===== src/rtl/stopwatch_pkg.sv =====
// Shared definitions for the stopwatch start/stop/reset/lap sequencer.
// State encoding is fixed because the raw 2-bit state is exported for display/debug.
package stopwatch_pkg;

  localparam int STATE_W   = 2;
  localparam int TIMEOUT_W = 8;

  typedef enum logic [STATE_W-1:0] {
    ST_IDLE = 2'b00,
    ST_RUN  = 2'b01,
    ST_STOP = 2'b10,
    ST_LAP  = 2'b11
  } state_t;

  function automatic logic is_counting(input state_t s);
    return (s == ST_RUN) || (s == ST_LAP);
  endfunction

endpackage


===== src/rtl/stopwatch_controller_edge.sv =====
// Rising-edge detector for one debounced pushbutton level.
// The history register resets to 1 so a button held through reset never fires.
module rising_edge_detect (
  input  logic clk_ms,
  input  logic reset,
  input  logic in,
  output logic pulse
);

  logic in_old;

  always_ff @(posedge clk_ms) begin
    if (reset) begin
      in_old <= 1'b1;
    end else begin
      in_old <= in;
    end
  end

  assign pulse = in & ~in_old;

endmodule


===== src/rtl/stopwatch_controller.sv =====
// Start/stop/reset/lap sequencer driving the time counter and display freeze.
// Define STOPWATCH_LAP_EN to build the LAP state, display hold and lap timeout.
module stopwatch_controller
  import stopwatch_pkg::*;
#(
  parameter int LAP_TIMEOUT = 0
) (
  input  logic               clk_ms,
  input  logic               reset,
  input  logic               btn_start,
  input  logic               btn_lap,
  input  logic               tick,
  output logic               count_en,
  output logic               count_clr,
  output logic               latch_lap,
  output logic               disp_hold,
  output logic [STATE_W-1:0] state
);

`ifdef STOPWATCH_LAP_EN
  localparam bit LAP_BUILT = 1'b1;
`else
  localparam bit LAP_BUILT = 1'b0;
`endif

  state_t cur_state;
  state_t next_state;
  logic   start_edge;
  logic   lap_edge;
  logic   lap_enter;
  logic   lap_timeout;
  logic   clr_next;

  // An out-of-range LAP_TIMEOUT shows up as this marker scope in the hierarchy.
  if (LAP_TIMEOUT < 0 || LAP_TIMEOUT > 255) begin : g_lap_timeout_out_of_range
  end

  rising_edge_detect u_start_edge (
    .clk_ms (clk_ms),
    .reset  (reset),
    .in     (btn_start),
    .pulse  (start_edge)
  );

  rising_edge_detect u_lap_edge (
    .clk_ms (clk_ms),
    .reset  (reset),
    .in     (btn_lap),
    .pulse  (lap_edge)
  );

  // Start always wins over lap, so a lap press only counts when start is quiet.
  assign lap_enter = LAP_BUILT && (cur_state == ST_RUN) && lap_edge && !start_edge;

  always_ff @(posedge clk_ms) begin
    if (reset) begin
      cur_state <= ST_IDLE;
      count_clr <= 1'b0;
    end else begin
      cur_state <= next_state;
      count_clr <= clr_next;
    end
  end

  always_comb begin
    next_state = cur_state;
    case (cur_state)
      ST_IDLE: begin
        if (start_edge) next_state = ST_RUN;
      end
      ST_RUN: begin
        if (start_edge)     next_state = ST_STOP;
        else if (lap_enter) next_state = ST_LAP;
      end
      ST_LAP: begin
        if (start_edge)                   next_state = ST_STOP;
        else if (lap_edge || lap_timeout) next_state = ST_RUN;
      end
      ST_STOP: begin
        if (start_edge)    next_state = ST_RUN;
        else if (lap_edge) next_state = ST_IDLE;
      end
      default: next_state = ST_IDLE;
    endcase
  end

  always_comb begin
    clr_next  = lap_edge && !start_edge &&
                ((cur_state == ST_IDLE) || (cur_state == ST_STOP));
    count_en  = tick && is_counting(cur_state);
    disp_hold = LAP_BUILT && (cur_state == ST_LAP);
  end

  assign state = cur_state;

`ifdef STOPWATCH_LAP_EN
  localparam logic [TIMEOUT_W-1:0] LAP_LAST = TIMEOUT_W'(LAP_TIMEOUT - 1);

  logic [TIMEOUT_W-1:0] lap_ticks;

  // Entry clear takes priority so a tick in the entering cycle is not counted.
  always_ff @(posedge clk_ms) begin
    if (reset) begin
      lap_ticks <= '0;
      latch_lap <= 1'b0;
    end else begin
      latch_lap <= lap_enter;
      if (lap_enter) begin
        lap_ticks <= '0;
      end else if ((cur_state == ST_LAP) && tick) begin
        lap_ticks <= lap_ticks + 1'b1;
      end
    end
  end

  assign lap_timeout = (LAP_TIMEOUT != 0) && (cur_state == ST_LAP) && tick &&
                       (lap_ticks == LAP_LAST);
`else
  assign latch_lap   = 1'b0;
  assign lap_timeout = 1'b0;
`endif

endmodule


===== config.mk =====
export PLATFORM = sky130hd
export DESIGN_NAME = stopwatch_controller
export DESIGN_NICKNAME = d
export VERILOG_FILES = /design/src/rtl/stopwatch_pkg.sv /design/src/rtl/stopwatch_controller_edge.sv /design/src/rtl/stopwatch_controller.sv
export SDC_FILE = /design/constraint.sdc
export NUM_CORES = 1
export LEC_CHECK = 0
export BUFFER_PORTS_ARGS = -buffer_cell sky130_fd_sc_hd__buf_2
export CAP_MARGIN = 20
export CORE_AREA = 2 2 39 41
export CTS_CLUSTER_SIZE = 24
export DETAILED_ROUTE_END_ITERATION = 8
export DIE_AREA = 0 0 41 43
export PLACE_DENSITY = 0.44
export SYNTH_ARGS = -nofsm -noshare
export SYNTH_HDL_FRONTEND = slang
export SYNTH_SLANG_ARGS = --single-unit

===== constraint.sdc =====
create_clock -name clk_ms -period 1 [get_ports clk_ms]
set_input_delay 0.05 -clock clk_ms [delete_from_list [all_inputs] [get_ports clk_ms]]
set_output_delay 0.05 -clock clk_ms [all_outputs]
set_load 0.005 [all_outputs]

# Word-level counts from Yosys, hierarchy flattened
# Index checks and enable logic that the tools add are counted.
# op_classes
eq_ne,7
muxes,7
n_bitwise,4
reduce_logical,8
# ops
cell,count
$mux 2,6
$pmux 2 s4,1
$ne 3x3->1 const B,2
$eq 2x2->1 const B,2
$ne 2x2->1 const B,2
$reduce_and 4->1,1
$logic_and 1x1->1,3
$and 1x1->1,2
$eq 2x1->1 const B,1
$logic_not 2->1,1
$logic_or 1x1->1,2
$not 1->1,2
$logic_not 1->1,1
# word_totals
register_bits,5
out_inout_bits,6
word_cells,30

# Depth between registers and ports, before layout
# Gate-level depths: netlist (run 1).
# depth
word_depth,5
mapped_depth,3
mapped_depth_nobuf,3

# Cells and area by module
# Synthesis (run 1) repeated with hierarchy kept, for this count alone.
# hier_totals
hier_cells,19
hier_area_um2,188.9
# by_module_without_submodules
mod,n_inst,cells_per_inst,area_per_inst_um2
stopwatch_controller,1,13,123.9
rising_edge_detect,2,3,32.5

# Worst setup path before layout (run 1)
# No wires, ideal clock.
# synth_path
path_kind,flip-flop to flip-flop
startpoint,register u_start_edge.in_old
endpoint,register cur_state[1] (netlist: state[1])
setup_ns,0.070
arrival_ns,0.639
required_time_ns,0.930
path_slack_ns,0.291
path_stages_with_launch,4
n_path_buf,0
cell_sequence,dfxtp_1 -> nor2b_4 -> nand3b_1 -> a21oi_1
# synth_between
elab_chain_len,4
# synth_lines
item,line,source
"start, declared",stopwatch_controller_edge.sv:10,logic in_old;
"start signal, assigned",stopwatch_controller_edge.sv:16,in_old <= in;
$not 1->1 (*),stopwatch_controller_edge.sv:20,assign pulse = in & ~in_old;
$and 1x1->1 (*),stopwatch_controller_edge.sv:20,
$ne 3x3->1 (no source line) (tied with other cells),--,
$reduce_and 4->1 (no source line) / $pmux 2 s4 (equally long branches),--,
"end signal, assigned",stopwatch_controller.sv:60,cur_state <= next_state;
"end, declared",stopwatch_controller.sv:26,state_t cur_state;
# Mark *: on every way between the ends. The rest lies on a longest branch, timed or not.
# A chain may end at the register's enable or synchronous reset.

# Worst setup path after layout (run 1)
# layout_path
startpoint,register cur_state[0] (netlist: state[0])
endpoint,output count_en
# layout_between
elab_chain_len,3
# layout_lines
item,line,source
$eq 2x1->1 / $eq 2x2->1 (equally long branches),stopwatch_pkg.sv:16,return (s == ST_RUN) || (s == ST_LAP);
$logic_or 1x1->1 (*),stopwatch_pkg.sv:16,
$logic_and 1x1->1 (*),stopwatch_controller.sv:90,count_en = tick && is_counting(cur_state);
"end, declared",stopwatch_controller.sv:13,"output logic count_en,"
# Marked as above.

==> results of run 1 <==
per-layer routing:
metal | global-route usage | up-vias
li1 | - | 78
met1 | 0.0450 | 65
met2 | 0.0500 | 8
met3 | 0.0628 | 0
met4 | 0.0200 | 0
met5 | 0 | -
state kept, by name, indices dropped and copies added (netlist names):
register             count
count_clr                1
state                    2
u_lap_edge.in_old        1
u_start_edge.in_old      1
final cells by class:
| class | instances | area [µm²] | share of cell area |
|---|---|---|---|
| Clock buffer | 4 | 26.3 | 0.0981 |
| Tap cell | 16 | 20.0 | 0.0748 |
| Sequential cell | 5 | 100 | 0.374 |
| Timing Repair Buffer | 8 | 40.0 | 0.150 |
| Multi-Input combinational cell | 13 | 81.3 | 0.304 |
cells in the mapped netlist (all sizes together):
cell    count
buf         2
nand2b      1
nand2       1
a21oi       1
nand3b      1
or2         2
dfxtp       5
nor2        1
nor2b       1
conb        1
and2        1
nor4        1
xnor2       1
worst paths after layout:
path         depth (start not counted)                             end                      startpoint  slack [ps]
max                                  2                        count_en           state[0]$_SDFFE_PP0P_          80
min                                  2  u_start_edge.in_old$_SDFF_PP1_                       btn_start          10
max reg2reg                          3           state[1]$_SDFFE_PP0P_  u_start_edge.in_old$_SDFF_PP1_         260
min reg2reg                          2           state[1]$_SDFFE_PP0P_           state[1]$_SDFFE_PP0P_         490
power groups by stage:
stage	clock, W	combinational (W)	sequential, W
after floorplan	0	0.0000227	0.000218
after global placement	0	0.0000342	0.000218
after detailed placement	0	0.0000344	0.000218
after CTS	0.000240	0.0000347	0.000214
after global routing	0.000253	0.0000391	0.000215
final	0.000229	0.0000344	0.000214
worst max-delay path, delay by kind of cell, from the launching register on:
family | cells | cell delay, ps
buffers and inverters | 1 | 100
flip-flops | 1 | 390
AND/OR/NAND/NOR | 1 | 140
metrics by stage:
stage,cell area (µm²),hold WS [ps],util,std cells
2_1_floorplan,196,119,-,20
3_3_place_gp,241,253,0.175,42
3_5_place_dp,241,255,0.175,42
4_1_cts,268,6.01,0.193,46
5_1_grt,268,22.7,0.193,46
6_report,268,14.1,0.193,46
cells by family (layout without fill, tap and decap cells):
logic type	after synthesis	count (layout)	share of synthesized area
other	1	2	0.0195
buffers and inverters	2	12	0.0779
flip-flops	5	5	0.520
AO/OA/AOI/OAI	1	1	0.0259
XOR/XNOR	1	1	0.0455
AND/OR/NAND/NOR	9	9	0.312
==> flow_summary.json, run 1 <==
{
  "seqPwrFrac": 0.449,
  "p_switching_w": 0.0000982,
  "cap_violations": 0,
  "ys_types": 14,
  "grt_max_degree": 6,
  "vias": 151,
  "switching_share": 0.206,
  "drt_drc_violations_left": 0,
  "post_cts_resized": 0,
  "dr_wl_met2_um": 108,
  "power_density_mw_per_mm2": 1780,
  "cp-start-kind": "flip-flop",
  "power_frac_clock": 0.479,
  "cts.sinks": 5,
  "worst_slack_ps": 80.5,
  "synth_area_leaders": "dfxtp_1 (52%), buf_4 (7.8%), nor2b_4 (7.1%)",
  "mostFrequentLayoutCells": "buf_2 (8), dfxtp_1 (5), clkbuf_4 (3)",
  "synth_top_area_cell": "dfxtp_1",
  "leakage_nw": 0.122,
  "yosysTopAreaCellShare": 0.519,
  "max-vdd-ir-drop_mv": 0.460,
  "start_util": 0.139,
  "dp_slack_ps": 262,
  "total_power_w": 0.000477,
  "core-area_mm2": 0.00138,
  "port_buffers": 8,
  "h-tree-depth": 1,
  "final.setup.tns_ps": 0,
  "clock_latency_ps": 240,
  "fillers": 165,
  "grt-ovfl-total": 0,
  "clk_path_buf_depth": 2,
  "yosysSeqAreaShare": 0.519,
  "cp.required_ps": 950,
  "period_minus_slack_ps": 919,
  "diodes": 0,
  "wl_per_cell_um": 6.91,
  "hold_violations": 0,
  "drive_gt1_frac": 0.433,
  "max_stage_delay_ps": 390,
  "grt_pass1_vias": 127,
  "finalSetupViolCount": 0,
  "max_freq_mhz": 1090,
  "die_h_um": 43,
  "top_layer": "met3",
  "dieArea_mm2": 0.00176,
  "synth_warnings": 0,
  "grt_setup_unrepaired": "no",
  "layout.nets": 36,
  "area_delta_synth_final_pct": 39.0,
  "ctsHoldBuffers": 0,
  "synthCells": 19,
  "cts_setup_buffers": 0,
  "cts.reportedPaths.clkPinSlew_ps": 40,
  "cts_buffers": 3,
  "grt_pass1_wl_um": 476,
  "rows": 14,
  "met1Wirelength_um": 167,
  "antenna_found_initial": 0,
  "dr.pass1.iters": 3,
  "skew_ps": 2.73,
  "worst-setup-path-type": "reg -> out",
  "crit_chain": "and2_1 -> buf_2",
  "fin_crit_sh": 0.919,
  "endpoint_kind": "output pin",
  "io_pins": 11,
  "cp_max_fo": 5,
  "syn_area_um2": 193,
  "root_buffer": "clkbuf_4",
  "status": "complete, no violations",
  "slowest_stage": "dfxtp_1",
  "drt_iter0_markers": 1,
  "synth_seq_cells": 5,
  "timing_max_transition_violations_final": 0,
  "routed_wl_um": 318,
  "die_w_um": 41,
  "drt-vias-per-instance": 3.28,
  "cts_tree": "yes",
  "postRouteAntennaNets": 0,
  "grtUsageTotal": 0.0452,
  "gp_congestion": 0.510,
  "intPower_w": 0.000379,
  "syn_area_per_cell_um2": 10.1,
  "pwr-share-comb": 0.072,
  "layout_commonest_cell": "buf_2",
  "wl_met3_um": 42,
  "worstPathArrival_ps": 870,
  "hold_class": "in -> reg"
}
(Power assumes the default switching activity.)
==> inputs of run 2 (changes only) <==
ABC_AREA = 1   (was default)
TNS_END_PERCENT = 100   (was default)
==> run 2 against run 1 <==
Against the previous run:
- sequential power is essentially flat
- synthesized cell count increased by 26%
- sequential cell count did not move
- clock skew barely moved
- first-iteration DRC count up 100%
- critical path type unchanged
- largest power group unchanged
==> flow_summary.json, run 2 <==
{
  "status": "complete, no violations",
  "yosys.area_share.simple": 0.255,
  "synthTopCellsByCount": "dfxtp_1 (5), inv_1 (5), nand2_1 (4)",
  "fin_crit_sh": 0.853,
  "design_area_um2": 267,
  "synth_warnings": 0,
  "slowest_stage": "dfxtp_1",
  "grtUsageTotal": 0.0462,
  "synth-compound-area-share": 0.0261,
  "dr.pass1.iters": 2,
  "cp-start-kind": "flip-flop",
  "cts.reportedPaths.clkPinSlew_ps": 40,
  "cp.required_ps": 950,
  "ctsHoldBuffers": 0,
  "area_delta_synth_final_pct": 39.2,
  "antenna_found_initial": 0,
  "diodes": 0,
  "leakage_nw": 0.154,
  "io_pins": 11,
  "synth_edf_count": 0,
  "min-delay-start": "btn_lap",
  "max-vdd-ir-drop_mv": 0.781,
  "period_minus_slack_ps": 853,
  "startpoint": "state[0]$_SDFFE_PP0P_",
  "yosysSeqAreaShare": 0.523,
  "grt_pass1_wl_um": 448,
  "root_buffer": "clkbuf_4",
  "synthCells": 24,
  "placedInstanceArea_um2": 240,
  "timing_max_transition_violations_final": 0,
  "drive_gt1_frac": 0.371,
  "yosys_most_used_dff": "dfxtp_1",
  "hpwl_um": 260,
  "cts_setup_buffers": 0,
  "endpoint_kind": "output pin",
  "max_stage_delay_ps": 370,
  "worst-setup-path-type": "reg -> out",
  "port_buffers": 8,
  "synth_top_area_cell": "dfxtp_1",
  "grt_setup_unrepaired": "no",
  "die_h_um": 43,
  "synth_area_leaders": "dfxtp_1 (52%), inv_1 (9.8%), buf_4 (7.8%)",
  "hold_class": "in -> reg",
  "clk_path_buf_depth": 2,
  "drt_iter0_markers": 2,
  "worstPathArrival_ps": 800,
  "holdWs_ps": 14.4,
  "crit_chain": "nand2_1 -> inv_1 -> buf_2",
  "synthAdderAreaFrac": 0,
  "layout_commonest_cell": "buf_2",
  "grt_pass1_vias": 114,
  "cap_violations": 0,
  "rows": 14,
  "grt_max_degree": 6,
  "drt_drc_violations_left": 0,
  "h-tree-depth": 1,
  "yosysTopAreaCellShare": 0.523,
  "async_flop_share": 0,
  "cts.sinks": 5,
  "ys_types": 10,
  "cp_max_fo": 4,
  "synth-xor-area-share": 0,
  "routed_wl_um": 326,
  "gp_congestion": 0.643,
  "worst_slack_ps": 147,
  "finalSetupViolCount": 0,
  "drt-vias-per-instance": 3.20,
  "mostFrequentLayoutCells": "buf_2 (8), inv_1 (5), dfxtp_1 (5)",
  "grt-ovfl-total": 0,
  "dieArea_mm2": 0.00176,
  "rr_startpoint": "state[0]$_SDFFE_PP0P_",
  "wl_per_cell_um": 6.39,
  "vias": 163,
  "syn_area_um2": 191,
  "fillers": 163,
  "post_cts_resized": 0,
  "layout.nets": 41,
  "max_freq_mhz": 1170,
  "start_util": 0.138,
  "synth_top_family_by_area": "simple AND/OR/NAND/NOR gates",
  "postRouteAntennaNets": 0,
  "syn_area_per_cell_um2": 7.98,
  "power_density_mw_per_mm2": 1760,
  "dp_slack_ps": 251,
  "clock_latency_ps": 240,
  "skew_ps": 3.00,
  "cts_tree": "yes",
  "final.setup.tns_ps": 0,
  "hold_violations": 0,
  "largest_reg_flops": 2,
  "synthMuxAreaShare": 0,
  "cts_buffers": 3,
  "synth_seq_cells": 5,
  "core-area_mm2": 0.00138,
  "die_w_um": 41
}
-- run 2: final timing paths --
check / cells past startpoint / slack (ps) / endpoint
setup / recovery: 3 / 150 / count_en
hold / removal: 2 / 10 / u_lap_edge.in_old$_SDFF_PP1_
setup reg to reg: 2 / 240 / state[0]$_SDFFE_PP0P_
hold reg to reg: 2 / 470 / state[1]$_SDFFE_PP0P_
-- run 2: metrics by stage --
step | total power, W | cells | utilization
after floorplan | 0.000236 | 25 | -
after global placement | 0.000247 | 47 | 0.174
after detailed placement | 0.000248 | 47 | 0.174
after CTS | 0.000481 | 51 | 0.193
after global routing | 0.000509 | 51 | 0.193
final | 0.000468 | 51 | 0.193
-- run 2: cell type report --
cell class / instances / area, µm² / share of cell area
Clock buffer: 4 / 26.3 / 0.0986
Inverter: 5 / 18.8 / 0.0704
Multi-Input combinational cell: 13 / 61.3 / 0.230
Sequential cell: 5 / 100 / 0.376
Tap cell: 16 / 20.0 / 0.0751
Timing Repair Buffer: 8 / 40.0 / 0.150
-- run 2: cells by family after synthesis --
logic type | after synthesis
other | 1
and+or+nand+nor | 10
AOI/OAI and AO/OA | 1
buffers and inverters | 7
DFF | 5
-- run 2: critical path: cells and delay by family (launching register included) --
| kind | cells | cell delay (ps) |
|---|---|---|
| DFF | 1 | 370 |
| buffers and inverters | 2 | 130 |
| and+or+nand+nor | 1 | 60 |
-- run 2: layer usage --
layer / track usage / part of all wire / routed length (µm)
met2: 0.0375 / 0.33 / 109
met5: 0 / 0 / 0
met3: 0.0785 / 0.17 / 56
met1: 0.0516 / 0.49 / 160
met4: 0.0200 / 0 / 0
-- run 2: report_power, final --
part           leakage, nW  switching [W]  total [W]  internal, W
registers           0.0411     0.00000345   0.000212     0.000208
logic               0.0983      0.0000165  0.0000324    0.0000159
clock network       0.0150      0.0000735   0.000224     0.000150
==> inputs of run 3 (changes only) <==
BUFFER_PORTS_ARGS = -buffer_cell sky130_fd_sc_hd__clkbuf_2   (was -buffer_cell sky130_fd_sc_hd__buf_2)
==> run 3 against run 2 <==
Against the previous run:
- design area unchanged
- count of clock-buffer cells in the layout unchanged
- combinational power down 1%
- critical path depth unchanged
- die area unchanged
- final cell count unchanged
- worst hold slack better by 4.7 ps
- via count up 2.5%
- clock power up 2%
- fmax up 0.21%
- sequential power about the same
- non-clock buffer count unchanged
- largest power group unchanged
==> flow_summary.json, run 3 (synthesized netlist as in run 2, its figures left out) <==
{
  "area_delta_synth_final_pct": 39.2,
  "die_h_um": 43,
  "routed_wl_um": 316,
  "cts.reportedPaths.clkPinSlew_ps": 40,
  "cp-start-kind": "flip-flop",
  "diodes": 0,
  "grtUsageTotal": 0.0513,
  "layout_commonest_cell": "clkbuf_2",
  "grt_max_degree": 6,
  "cts_buffers": 3,
  "multi_input_area_um2": 61.3,
  "largest_reg_flops": 2,
  "grt_pass1_wl_um": 503,
  "design_area_um2": 267,
  "skew_ps": 1.41,
  "drive_gt1_frac": 0.371,
  "fillers": 154,
  "ctsHoldBuffers": 0,
  "cts.sinks": 5,
  "max_freq_mhz": 1170,
  "vias": 167,
  "hold_violations": 0,
  "cap_violations": 0,
  "worst-setup-path-type": "reg -> out",
  "clock_latency_ps": 240,
  "grt_pass1_vias": 145,
  "root_buffer": "clkbuf_4",
  "placedInstanceArea_um2": 240,
  "mostFrequentLayoutCells": "clkbuf_2 (8), inv_1 (5), dfxtp_1 (5)",
  "status": "complete, no violations",
  "dieArea_mm2": 0.00176,
  "drt_drc_violations_left": 0,
  "cp.required_ps": 950,
  "core-area_mm2": 0.00138,
  "rows": 14,
  "endpoint_kind": "output pin",
  "hold_class": "in -> reg",
  "fin_crit_sh": 0.852,
  "io_pins": 11,
  "finalSetupViolCount": 0,
  "final-seq-area_um2": 100,
  "power_density_mw_per_mm2": 1770,
  "dr.pass1.iters": 4,
  "cts_setup_buffers": 0,
  "antenna_found_initial": 0,
  "h-tree-depth": 1,
  "final.setup.tns_ps": 0,
  "drt-vias-per-instance": 3.27,
  "layout.nets": 41,
  "grt_setup_unrepaired": "no",
  "grt-ovfl-total": 0,
  "port_buffers": 8,
  "postRouteAntennaNets": 0,
  "wl_per_cell_um": 6.20,
  "clk_path_buf_depth": 2,
  "die_w_um": 41,
  "period_minus_slack_ps": 852,
  "gp_congestion": 0.618,
  "worstPathArrival_ps": 800,
  "drt_iter0_markers": 1,
  "start_util": 0.138,
  "post_cts_resized": 0,
  "cts_tree": "yes",
  "leakage_nw": 0.152,
  "timing_max_transition_violations_final": 0,
  "cp_max_fo": 4,
  "max-vdd-ir-drop_mv": 0.548
}
## run 3: changes by cell type in the layout (fill, tap and decap cells not counted)
| cell | change |
|---|---|
| buf_2 | -8 |
| clkbuf_2 | +8 |
## run 3: final timing paths
kind	startpoint	end	slack (ps)	cells past startpoint
worst max-delay path	state[0]$_SDFFE_PP0P_	count_en	150	3
worst min-delay path	btn_lap	u_lap_edge.in_old$_SDFF_PP1_	20	2
worst max register to register	state[0]$_SDFFE_PP0P_	state[0]$_SDFFE_PP0P_	260	2
worst min register to register	state[1]$_SDFFE_PP0P_	state[1]$_SDFFE_PP0P_	480	2
## run 3: per-stage QoR
stage          setup slack [ps]  power, W  instances  hold WS [ps]   util
6_report                    148  0.000473         51          19.1  0.193
3_5_place_dp                262  0.000248         47           267  0.174
5_1_grt                    61.9  0.000513         51          22.5  0.193
2_1_floorplan               284  0.000236         25           119      -
3_3_place_gp                288  0.000248         47           259  0.174
4_1_cts                     134  0.000488         51          13.5  0.193
## run 3: per-layer routing
metal,global-route usage,vias to the layer above,routed length [µm]
li1,-,91,-
met1,0.0452,69,140
met2,0.0594,7,139
met3,0.0628,0,36
met4,0.0400,0,0
met5,0,-,0
## run 3: where the power goes
group	internal, W	switching, W	total [W]	leakage [nW]
Clock	0.000151	0.0000785	0.000229	0.0150
Combinational	0.0000159	0.0000161	0.0000320	0.0959
Sequential	0.000208	0.00000336	0.000212	0.0411
Total	0.000375	0.0000980	0.000473	0.152
## run 3: cell type report
class                           instances  area share
Clock buffer                            4      0.0986
Inverter                                5      0.0704
Multi-Input combinational cell         13       0.230
Sequential cell                         5       0.376
Tap cell                               16      0.0751
Timing Repair Buffer                    8       0.150
## run 3: worst max-delay path, stage by stage (launching register included)
cell and delay (ps):
dfxtp_1 360, nand2_1 60, inv_1 50, clkbuf_2 100
